==> src/rtl/trigger_scheduler.sv <==
// Drum step sequencer: stores a NUM_VOICES x NUM_STEPS velocity pattern and,
// once per tempo period, scans every voice of the current step (one voice per
// clock), presenting a registered select/velocity pair and a trigger strobe.
//
// Ports:
//   clk_i         system clock
//   rst_i         asynchronous active-high reset
//   run_i         1 = running, 0 = stopped (aborts scan, clears status)
//   tempo_div_i   step period in clocks minus 1
//   pat_we_i      pattern write strobe
//   pat_voice_i   pattern write voice index
//   pat_step_i    pattern write step index
//   pat_vel_i     pattern write velocity (0 = no hit)
//   sel_o         voice index to demux
//   vel_o         velocity to demux
//   trig_valid_o  one-cycle strobe qualifying sel_o/vel_o
//   step_o        step currently or last played
//   step_tick_o   one-cycle pulse at the start of each step scan
//   busy_o        high while scanning
//   overrun_o     sticky: a tempo tick arrived during a scan
module trigger_scheduler #(
    parameter int unsigned NUM_VOICES = 8,
    parameter int unsigned NUM_STEPS  = 16,
    parameter int unsigned SEL_WIDTH  = 3,
    parameter int unsigned STEP_WIDTH = 4,
    parameter int unsigned VEL_WIDTH  = 4,
    parameter int unsigned DIV_WIDTH  = 16
) (
    input  logic                  clk_i,
    input  logic                  rst_i,
    input  logic                  run_i,
    input  logic [DIV_WIDTH-1:0]  tempo_div_i,
    input  logic                  pat_we_i,
    input  logic [SEL_WIDTH-1:0]  pat_voice_i,
    input  logic [STEP_WIDTH-1:0] pat_step_i,
    input  logic [VEL_WIDTH-1:0]  pat_vel_i,
    output logic [SEL_WIDTH-1:0]  sel_o,
    output logic [VEL_WIDTH-1:0]  vel_o,
    output logic                  trig_valid_o,
    output logic [STEP_WIDTH-1:0] step_o,
    output logic                  step_tick_o,
    output logic                  busy_o,
    output logic                  overrun_o
);

    localparam logic [1:0] IDLE = 2'd0;
    localparam logic [1:0] SCAN = 2'd1;
    localparam logic [1:0] WAIT = 2'd2;

    localparam logic [SEL_WIDTH-1:0]  LAST_VOICE = SEL_WIDTH'(NUM_VOICES - 1);
    localparam logic [STEP_WIDTH-1:0] LAST_STEP  = STEP_WIDTH'(NUM_STEPS - 1);

    logic [VEL_WIDTH-1:0]  pattern [NUM_VOICES][NUM_STEPS];

    logic [1:0]            state, state_n;
    logic [SEL_WIDTH-1:0]  voice, voice_n;
    logic [STEP_WIDTH-1:0] step, step_n;
    logic [DIV_WIDTH-1:0]  count, count_n;

    logic [SEL_WIDTH-1:0]  sel_n;
    logic [VEL_WIDTH-1:0]  vel_n;
    logic                  trig_n;
    logic [STEP_WIDTH-1:0] step_o_n;
    logic                  step_tick_n;
    logic                  busy_n;
    logic                  overrun_n;

    logic                  wr_ok_c;
    logic                  tick_c;
    logic [VEL_WIDTH-1:0]  rd_vel_c;
    logic [DIV_WIDTH-1:0]  count_adv_c;

    // Out-of-range write indices are silently dropped.
    assign wr_ok_c = pat_we_i
                   && (32'(pat_voice_i) < NUM_VOICES)
                   && (32'(pat_step_i) < NUM_STEPS);

    // Pattern storage; a same-cycle write is seen by the next scan read.
    always_ff @(posedge clk_i or posedge rst_i) begin
        if (rst_i) begin
            for (int unsigned v = 0; v < NUM_VOICES; v++) begin
                for (int unsigned s = 0; s < NUM_STEPS; s++) begin
                    pattern[v][s] <= '0;
                end
            end
        end else if (wr_ok_c) begin
            pattern[pat_voice_i][pat_step_i] <= pat_vel_i;
        end
    end

    assign rd_vel_c = pattern[voice][step];

    // Free-running tempo divider; equality compare so a lowered divisor lets
    // the counter run through its natural wrap before matching again.
    assign tick_c      = (count == tempo_div_i);
    assign count_adv_c = tick_c ? '0 : count + DIV_WIDTH'(1);

    // Next-state and registered-output logic.
    always_comb begin
        state_n     = state;
        voice_n     = voice;
        step_n      = step;
        count_n     = count;
        sel_n       = sel_o;
        vel_n       = vel_o;
        trig_n      = 1'b0;
        step_o_n    = step_o;
        step_tick_n = 1'b0;
        busy_n      = 1'b0;
        overrun_n   = overrun_o;

        if (!run_i) begin
            state_n   = IDLE;
            voice_n   = '0;
            step_n    = '0;
            count_n   = '0;
            sel_n     = '0;
            vel_n     = '0;
            step_o_n  = '0;
            overrun_n = 1'b0;
        end else begin
            case (state)
                IDLE: begin
                    state_n     = SCAN;
                    voice_n     = '0;
                    count_n     = '0;
                    step_tick_n = 1'b1;
                    busy_n      = 1'b1;
                    step_o_n    = step;
                end
                SCAN: begin
                    count_n = count_adv_c;
                    sel_n   = voice;
                    vel_n   = rd_vel_c;
                    trig_n  = |rd_vel_c;
                    // Ticks landing mid-scan are dropped but remembered.
                    if (tick_c) begin
                        overrun_n = 1'b1;
                    end
                    if (voice == LAST_VOICE) begin
                        voice_n = '0;
                        step_n  = (step == LAST_STEP) ? '0 : step + STEP_WIDTH'(1);
                        state_n = WAIT;
                    end else begin
                        voice_n = voice + SEL_WIDTH'(1);
                        busy_n  = 1'b1;
                    end
                end
                WAIT: begin
                    count_n = count_adv_c;
                    if (tick_c) begin
                        state_n     = SCAN;
                        voice_n     = '0;
                        step_tick_n = 1'b1;
                        busy_n      = 1'b1;
                        step_o_n    = step;
                    end
                end
                default: begin
                    state_n = IDLE;
                end
            endcase
        end
    end

    // State and output registers.
    always_ff @(posedge clk_i or posedge rst_i) begin
        if (rst_i) begin
            state        <= IDLE;
            voice        <= '0;
            step         <= '0;
            count        <= '0;
            sel_o        <= '0;
            vel_o        <= '0;
            trig_valid_o <= 1'b0;
            step_o       <= '0;
            step_tick_o  <= 1'b0;
            busy_o       <= 1'b0;
            overrun_o    <= 1'b0;
        end else begin
            state        <= state_n;
            voice        <= voice_n;
            step         <= step_n;
            count        <= count_n;
            sel_o        <= sel_n;
            vel_o        <= vel_n;
            trig_valid_o <= trig_n;
            step_o       <= step_o_n;
            step_tick_o  <= step_tick_n;
            busy_o       <= busy_n;
            overrun_o    <= overrun_n;
        end
    end

endmodule
==> config.mk <==
export PLATFORM = sky130hd
export DESIGN_NAME = trigger_scheduler
export DESIGN_NICKNAME = d
export VERILOG_FILES = /design/src/rtl/trigger_scheduler.sv
export SDC_FILE = /design/constraint.sdc
export NUM_CORES = 1
export LEC_CHECK = 0
export ABC_AREA = 1
export ABC_CLOCK_PERIOD_IN_PS = 19300
export BUFFER_PORTS_ARGS = -buffer_cell sky130_fd_sc_hd__buf_2
export CORE_MARGIN = 2
export CORE_UTILIZATION = 41
export DETAILED_ROUTE_END_ITERATION = 6
export HOLD_SLACK_MARGIN = 0.02
export SLEW_MARGIN = 5
export SYNTH_ARGS = -nofsm -noshare
export SYNTH_HDL_FRONTEND = slang
export SYNTH_SLANG_ARGS = --single-unit
==> constraint.sdc <==
create_clock -name clk_i -period 19.3 [get_ports clk_i]
set_input_delay 0.965 -clock clk_i [delete_from_list [all_inputs] [get_ports clk_i]]
set_output_delay 0.965 -clock clk_i [all_outputs]
set_load 0.02 [all_outputs]
Word level (Yosys, flattened, before mapping)
Cells that the tools add are included.

Register bits: 552. Output and inout port bits: 15. Logic and storage cells: 219.

Eq/ne operators: 13. Add/sub/neg operators: 3. $lt $le $gt $ge: 6. Multiplexer cells: 44. Reduce and logical (&&, ||, !) cells: 10. Bitwise operators: 4.

Operators by type and width (count): bitwise mux 512 bit (1); binary-select mux 64 bit (select 3 bit) (1); demux 64 bit (select 3 bit) (1); two-way mux 64 bit (3); two-way mux 4 bit (11); two-way mux 16 bit (2); case mux 16 bit (2 select lines) (1); adder 16 x 1 -> 16 bit (second input constant) (1); binary-select mux 4 bit (select 4 bit) (1); demux 4 bit (select 4 bit) (1); == test 16 bit (1); two-way mux 3 bit (5); >= comparator 5 bit (second input constant) (2); inverter 4 -> 5 bit (2); AND reduction 2 bit (5); two-way mux 1 bit (9); case mux 3 bit (3 select lines) (1); >= comparator 4 bit (second input constant) (2); inverter 3 -> 4 bit (2); case mux 4 bit (2 select lines) (1); two-way mux 2 bit (3); inequality test 2 x 1 -> 1 bit (second input constant) (3); inequality test 3 bit (second input constant) (2); case mux 2 bit (3 select lines) (1); 17 further kinds (18).

Logic depth before layout (Yosys ltp)
Gate-level depths: netlist of run 1.

Depth after elaboration: 10. Mapped depth: 15. Mapped depth without buffers: 13.

Least setup slack after synthesis of run 1
Ideal clock, no wire load.

Kind: input -> register. From: in pat_we_i. To: reg pattern[227] (netlist name). Setup time: 0.133 ns. Path slack: 17.181 ns. Data required time: 19.167 ns. Path buffers: 1. Stages on the path: 6. Arrival: 1.986 ns. Path through: inv_2 clkbuf_1 nor3_2 nand2_1 nand2_1 o21ai_0.

RTL lines: start, declared (RTL line 33) `input logic pat_we_i,`; end signal, assigned by index (RTL line 87) `pattern[pat_voice_i][pat_step_i] <= pat_vel_i;`; end, declared (RTL line 53) `logic [VEL_WIDTH-1:0] pattern [NUM_VOICES][NUM_STEPS];`.

Final worst setup path of run 1
From: reg voice[1]. To: reg trig_valid_o.

Word-level cells in the longest chain between the ends: 10.

RTL lines: start, declared (RTL line 56) `logic [SEL_WIDTH-1:0] voice, voice_n;`; start signal, assigned (RTL line 182) `voice <= voice_n;`; inverter 3 -> 4 bit (implied by the code) (RTL line 91) `assign rd_vel_c = pattern[voice][step];`; binary-select mux 64 bit (select 3 bit) (RTL line 91); two-way mux 64 bit (implied by the code) (2 in series) (RTL line 91); binary-select mux 4 bit (select 4 bit) (RTL line 91); two-way mux 4 bit (implied by the code) (2 in series) (RTL line 91); OR reduction 4 bit (RTL line 135) `trig_n = |rd_vel_c;`; two-way mux 1 bit (RTL line 122) `case (state)`; two-way mux 1 bit (RTL line 112) `if (!run_i) begin`; via trig_n (RTL line 62) `logic trig_n;`; end signal, assigned (RTL line 187) `trig_valid_o <= trig_n;`; end, declared (RTL line 39) `output logic trig_valid_o,`.

The timed path passes the listed nets, and every way through them passes these cells. The select of a mux whose other input is x is not followed. A chain may end at the register's enable or synchronous reset.

==> impl_metrics.py, run 1 <==
metrics = {
    "run_status": {
        "outcome": "complete, no violations",
    },
    "routing": {
        "drc": 0,
        "dr.first_iter.drc_count": 2163,
        "vias": 22304,
        "drtAntennaViolNets": 0,
        "via_per_inst": 5.518,
        "wl_um": 75790,
        "post_drt_wl_per_cell_um": 18.75,
        "dr.pass1.iters": 6,
    },
    "setup_path": {
        "crit_required_ps": 19810,
        "slowest_delay_ps": 810,
        "cp.buffers_inverters": 2,
        "startpoint_type": "flop",
        "cp_data_arrival_time_ps": 4140,
        "critPathSlowestCell": "buf_4",
        "critPathCaptureType": "flop",
        "path_delay_family": "buffers and inverters",
        "crit_type": "reg -> reg",
        "cp_cell_sequence": "inv_4 -> buf_4 -> nand3_1 -> nand3_1 -> nand2_1 -> a21oi_1 -> nor2_1 -> nor2_1 -> nand2_1 -> nand2_1 -> nand2_1 -> nor2_1 -> nor2_1",
        "critPathMaxFanout": 76,
    },
    "timing": {
        "setup_viol": 0,
        "slew_headroom": 0.2833,
        "min_period_over_period": 0.1882,
        "fmax_ghz": 0.2753,
        "hold_viol_final": 0,
        "worstMarginPinSlew_ps": 1075,
        "fin_skew_ps": 14.05,
        "rsz0062_at_grt": "no",
        "slew_violations": 0,
        "tns_ps": 0,
        "hold_slack_ps": 432.0,
        "post-route-min-period_ps": 3633,
        "setup_ws_ps": 15670,
    },
    "logic_synthesis": {
        "avgSynthCellArea_um2": 7.973,
        "synth_edf_count": 0,
        "ys_types": 28,
        "synth_seq_cells": 552,
        "ys_warn_count": 0,
        "synthTopCellsByArea": "dfrtp_1 (54%), nand2_1 (18%), o21ai_0 (10%)",
        "synth_top_cell_area_share": 0.5419,
        "async_reset_ff_frac": 1.000,
        "syn-num-nets": 3236,
        "synthCells": 3197,
        "syn-cell-area_mm2": 0.02549,
        "yosys_most_used_dff": "dfrtp_1",
        "ys_seq_area_frac": 0.5419,
        "synth_area_leader_cell": "dfrtp_1",
    },
    "global_routing": {
        "antenna_found_initial": 1,
        "grt_usage": 0.2388,
        "grt_pass1_wl_um": 120400,
        "overflow": 0,
        "grt_pass1_vias": 21325,
        "grt_max_degree": 176,
    },
    "cts": {
        "cts_resized": 0,
        "h-tree-depth": 2,
        "clock_sinks": 552,
        "cts-root-buf": "clkbuf_16",
        "clkTransAtPathRegs_ps": 60,
        "post-cts-setup-buffers": 0,
        "insertion_delay_ps": 640,
        "cts_tree": "built",
        "cts_hold_buf": 0,
        "cts_buffers": 60,
        "clockBufferDepth": 3,
    },
    "finish": {
        "fin_util": 0.4603,
        "fin_area_mm2": 0.02835,
        "layout-drive-gt1-share": 0.06305,
        "area_growth_pct": 11.22,
        "layout.cells.non_filler": 4042,
        "fin_nets": 3195,
    },
    "place": {
        "place_congestion": 0.8291,
        "dpl.hpwl_um": 45090,
        "dp_cells": 3931,
        "place_area_mm2": 0.02634,
        "post-place-ws_ps": 15720,
        "io_buffer_count": 45,
    },
    "die": {
        "die_w_um": 253.3,
        "die-height_um": 253.3,
        "num_rows": 91,
        "core_mm2": 0.06160,
        "die_area_mm2": 0.06418,
        "start_util": 0.4138,
        "num_io_pins": 46,
    },
    "power": {
        "p_leak_nw": 12.43,
        "max-vdd-ir-drop_v": 0.00007555,
        "pwr_density_cell_mw_per_mm2": 112.4,
        "p_total_mw": 3.187,
    },
    "run": {
        "drv_cap": 0,
    },
    "hold_path": {
        "hold_class": "in -> async",
    },
}
-- synthesized netlist by cell type, types with 9 or more instances --
| library cell | number |
|---|---|
| o21ai_0 | 522 |
| buf_1 | 14 |
| a21oi_1 | 48 |
| dfrtp_1 | 552 |
| o22ai_1 | 13 |
| nand4_1 | 9 |
| xnor2_1 | 15 |
| clkbuf_1 | 104 |
| buf_2 | 56 |
| nor3_2 | 19 |
| inv_1 | 59 |
| nand2_1 | 1219 |
| nand3_1 | 449 |
| nor2_1 | 75 |
-- path summary, 6_finish.rpt --
kind	endpoint	cells after the start	from	slack, ps
max in group asynchronous	voice[1]	3	rst_i	17380
min in group clk_i	step_o[1]	2	step_o[1]	480
hold / removal	pattern[64]	2	rst_i	430
setup reg to reg	trig_valid_o	13	voice[1]	15670
hold reg to reg	step_o[1]	2	step_o[1]	480
setup / recovery	trig_valid_o	13	voice[1]	15670
-- final cells by class --
type | count | area (um^2)
inverters | 67 | 282.8
repair buffers | 71 | 445.4
flip-flops and latches | 552 | 13820
clock inverters | 20 | 214.0
well taps | 837 | 1047
multi-input cells | 2404 | 10740
fillers | 6061 | 33250
diodes | 1 | 2.502
clock buffers | 90 | 1797
-- routing by layer --
metal / routed length (um) / GRT usage / vias up
met4: 1760 / 0.06306 / 0
li1: - / - / 10513
met3: 6012 / 0.03947 / 125
met5: 0 / 0 / -
met2: 33710 / 0.3708 / 850
met1: 34300 / 0.3463 / 10816
-- state kept, by name, summed over array words and instances, names as in the netlist, 2 cells and up --
register and cells:
step 4, voice 3, count 16, pattern 512
step_o 4, sel_o 3, vel_o 4, state 2
-- kinds of logic (layout without fill, tap and decap cells) --
group                      Yosys count  in the layout  share of synthesized area
and+or+nand+nor                   1781           1781                     0.2911
AOI/OAI and AO/OA                  595            595                     0.1180
DFF                                552            552                     0.5419
buffers and inverters              241            248                    0.03824
xor gates and xnor gates            20             20                   0.006872
adders and majority gates            8              8                   0.003927
other                                0              1                          0
-- layout by cell type (no fill, tap or decap), drive strengths merged, types with 20 or more instances in the layout --
cell       n
o21ai    529
dfrtp    552
clkbuf    90
nand2   1219
nor3      25
a21oi     48
buf       71
inv       62
clkinv    20
nor2      75
nand3    449
-- power breakdown --
| group | total, mW | switching (mW) | internal (mW) |
|---|---|---|---|
| Combinational | 0.673 | 0.499 | 0.173 |
| Sequential | 1.34 | 0.0835 | 1.26 |
| Clock | 1.17 | 0.482 | 0.692 |
-- worst reg2reg max path: stages, from the launching register on --
cell and delay, ps:
dfrtp_4 790, inv_4 610, buf_4 810, nand3_1 200, nand3_1 110, nand2_1 70, a21oi_1 260, nor2_1 160
nor2_1 120, nand2_1 50, nand2_1 100, nand2_1 60, nor2_1 110, nor2_1 50
Power figures use the tool's default switching activity.
==> run 2: changes to the inputs <==
ABC_CLOCK_PERIOD_IN_PS = 3600   (was 19300)
clock period = 3.6 ns   (was 19.3 ns; I/O delays follow)
==> run 2 against run 1 <==
  * Cell count increased by 0.54%
  * Critical path type unchanged
  * Core utilization increased by 0.66 points
  * Largest power group unchanged
  * Clock power increased to 5.6 times the previous value
  * Routed wire length increased by 2.3%
  * Worst hold slack got worse by 360 ps
  * Die area unchanged
  * Largest cell class unchanged
==> impl_metrics.py, run 2 (synthesis results as in run 1) <==
metrics = {
    "die": {
        "core_mm2": 0.06160,
        "die-height_um": 253.3,
        "num_io_pins": 46,
        "num_rows": 91,
        "start_util": 0.4138,
        "die_area_mm2": 0.06418,
        "die_w_um": 253.3,
    },
    "timing": {
        "slew_headroom": 0.2913,
        "rsz0062_at_grt": "no",
        "min_period_over_period": 0.8092,
        "setup_viol": 0,
        "fin_skew_ps": 14.19,
        "hold_slack_ps": 75.95,
        "worstMarginPinSlew_ps": 1061,
        "hold_viol_final": 0,
        "fmax_ghz": 0.3433,
        "post-route-min-period_ps": 2913,
        "slew_violations": 0,
    },
    "finish": {
        "regArea_mm2": 0.01382,
        "regMostFlops": "pattern",
        "fin_area_mm2": 0.02876,
        "fin_nets": 3222,
        "fin_util": 0.4669,
        "layout-drive-gt1-share": 0.07065,
        "reg_top3": "pattern: 512 flops, count: 16 flops",
        "layout.cells.most_common": "nand2_1",
        "area_growth_pct": 12.83,
        "layout.cells.non_filler": 4064,
        "multi_input_comb_area_mm2": 0.01072,
        "final_cell_mix": "nand2_1 (1219), dfrtp_1 (549), o21ai_0 (522)",
        "largest_reg_flops": 512,
        "antenna_cells": 0,
        "nFillCells": 6011,
    },
    "setup_path": {
        "startpoint_type": "flop",
        "critPathCaptureType": "flop",
        "ff2ff_setup_slack_ps": 690,
        "cp.buffers_inverters": 2,
        "crit_required_ps": 4090,
        "reg2reg_from": "voice[1]",
        "r2r_cells": 13,
        "cp_cell_sequence": "inv_4 -> buf_12 -> nand3_1 -> nand3_1 -> nand3_1 -> nand3_1 -> nand2_1 -> nor2_1 -> nand2_1 -> nand2_1 -> nand2_1 -> nor2_1 -> nor2_1",
        "crit_type": "reg -> reg",
        "cp_data_arrival_time_ps": 3400,
        "critPathSlowestCell": "dfrtp_4",
        "critPathMaxFanout": 65,
        "slowest_delay_ps": 650,
        "path_delay_family": "simple AND/OR/NAND/NOR gates",
        "reg2reg_to": "trig_valid_o",
    },
    "place": {
        "dp_cells": 3954,
        "dpl.hpwl_um": 48430,
        "place_area_mm2": 0.02664,
        "io_buffer_count": 45,
        "place_congestion": 0.8822,
    },
    "cts": {
        "cts_tree": "built",
        "post-cts-setup-buffers": 0,
        "cts_buffers": 60,
        "h-tree-depth": 2,
        "cts-root-buf": "clkbuf_16",
        "clock_sinks": 552,
        "insertion_delay_ps": 630,
        "clockBufferDepth": 3,
        "clkTransAtPathRegs_ps": 60,
    },
    "hold_path": {
        "holdPathStages": 4,
        "hold_class": "in -> reg",
        "min-delay-start": "pat_voice_i[1]",
        "min_to": "pattern[430]",
    },
    "routing": {
        "route.met2.wl_um": 34370,
        "drc": 0,
        "post_drt_wl_per_cell_um": 19.08,
        "met1_length_um": 35570,
        "dr.max_layer_used": "met4",
        "dr.pass1.iters": 7,
        "vias": 22441,
        "dr.first_iter.drc_count": 2308,
        "wl_um": 77530,
        "drtAntennaViolNets": 0,
        "wl_met3_um": 5482,
        "via_per_inst": 5.522,
    },
    "run": {
        "drv_cap": 0,
    },
    "global_routing": {
        "grt_usage": 0.2439,
        "grt_pass1_vias": 21612,
        "grt_pass1_wl_um": 122800,
        "grt_max_degree": 161,
        "antenna_found_initial": 3,
        "overflow": 0,
    },
    "power": {
        "pwr_density_cell_mw_per_mm2": 608.5,
        "max-vdd-ir-drop_v": 0.0005284,
        "p_leak_nw": 12.63,
        "p_total_mw": 17.50,
    },
    "run_status": {
        "outcome": "complete, no violations",
    },
}
## run 2: timing repair
item | 4_1_cts | 5_1_grt
resized for setup | 0 | 0
endpoints found under the hold margin | 35 | 0
endpoints found under the setup margin | 0 | 0
hold buffers | 4 | 0
## run 2: how the worst max path moves through the flow
| stage | depth (start not counted) | slack (ps) | startpoint | to |
|---|---|---|---|---|
| finish | 13 | 690 | voice[1] | trig_valid_o |
| floorplan | 1 | -4090 | rst_i | busy_o |
| CTS | 13 | 720 | voice[1] | trig_valid_o |
| global placement | 13 | 740 | voice[1] | trig_valid_o |
| global route | 13 | 520 | voice[1] | trig_valid_o |
| detailed placement | 13 | 740 | voice[1] | trig_valid_o |
## run 2: stage by stage
stage                     setup TNS, ps  setup WS, ps
after CTS                             0         715.8
after detailed placement              0         735.9
final                                 0         686.9
after global placement                0         740.1
after global routing                  0         516.7
after floorplan                -2258690         -4092
## run 2: layer usage
metal	vias up	track usage
met5	-	0
met4	0	0.07861
met3	138	0.03516
met2	813	0.3757
met1	10922	0.3538
li1	10568	-
## run 2: area by class of cell
cell class,instances,share of cell area
Clock buffer,79,0.05925
Inverter,67,0.009310
Clock inverter,27,0.01305
Timing Repair Buffer,98,0.02854
Sequential cell,552,0.4806
Multi-Input combinational cell,2404,0.3728
Tap cell,837,0.03641
## run 2: power breakdown
group	switching, mW	internal (mW)	total [mW]
logic	2.82	1.05	3.87
registers	0.368	6.74	7.11
clock network	2.58	3.95	6.53
## run 2: tightest hold or removal path, cell delays in order
cell and delay [ps]:
buf_2 230, nor4_4 110, nor2_1 90, a21oi_1 40
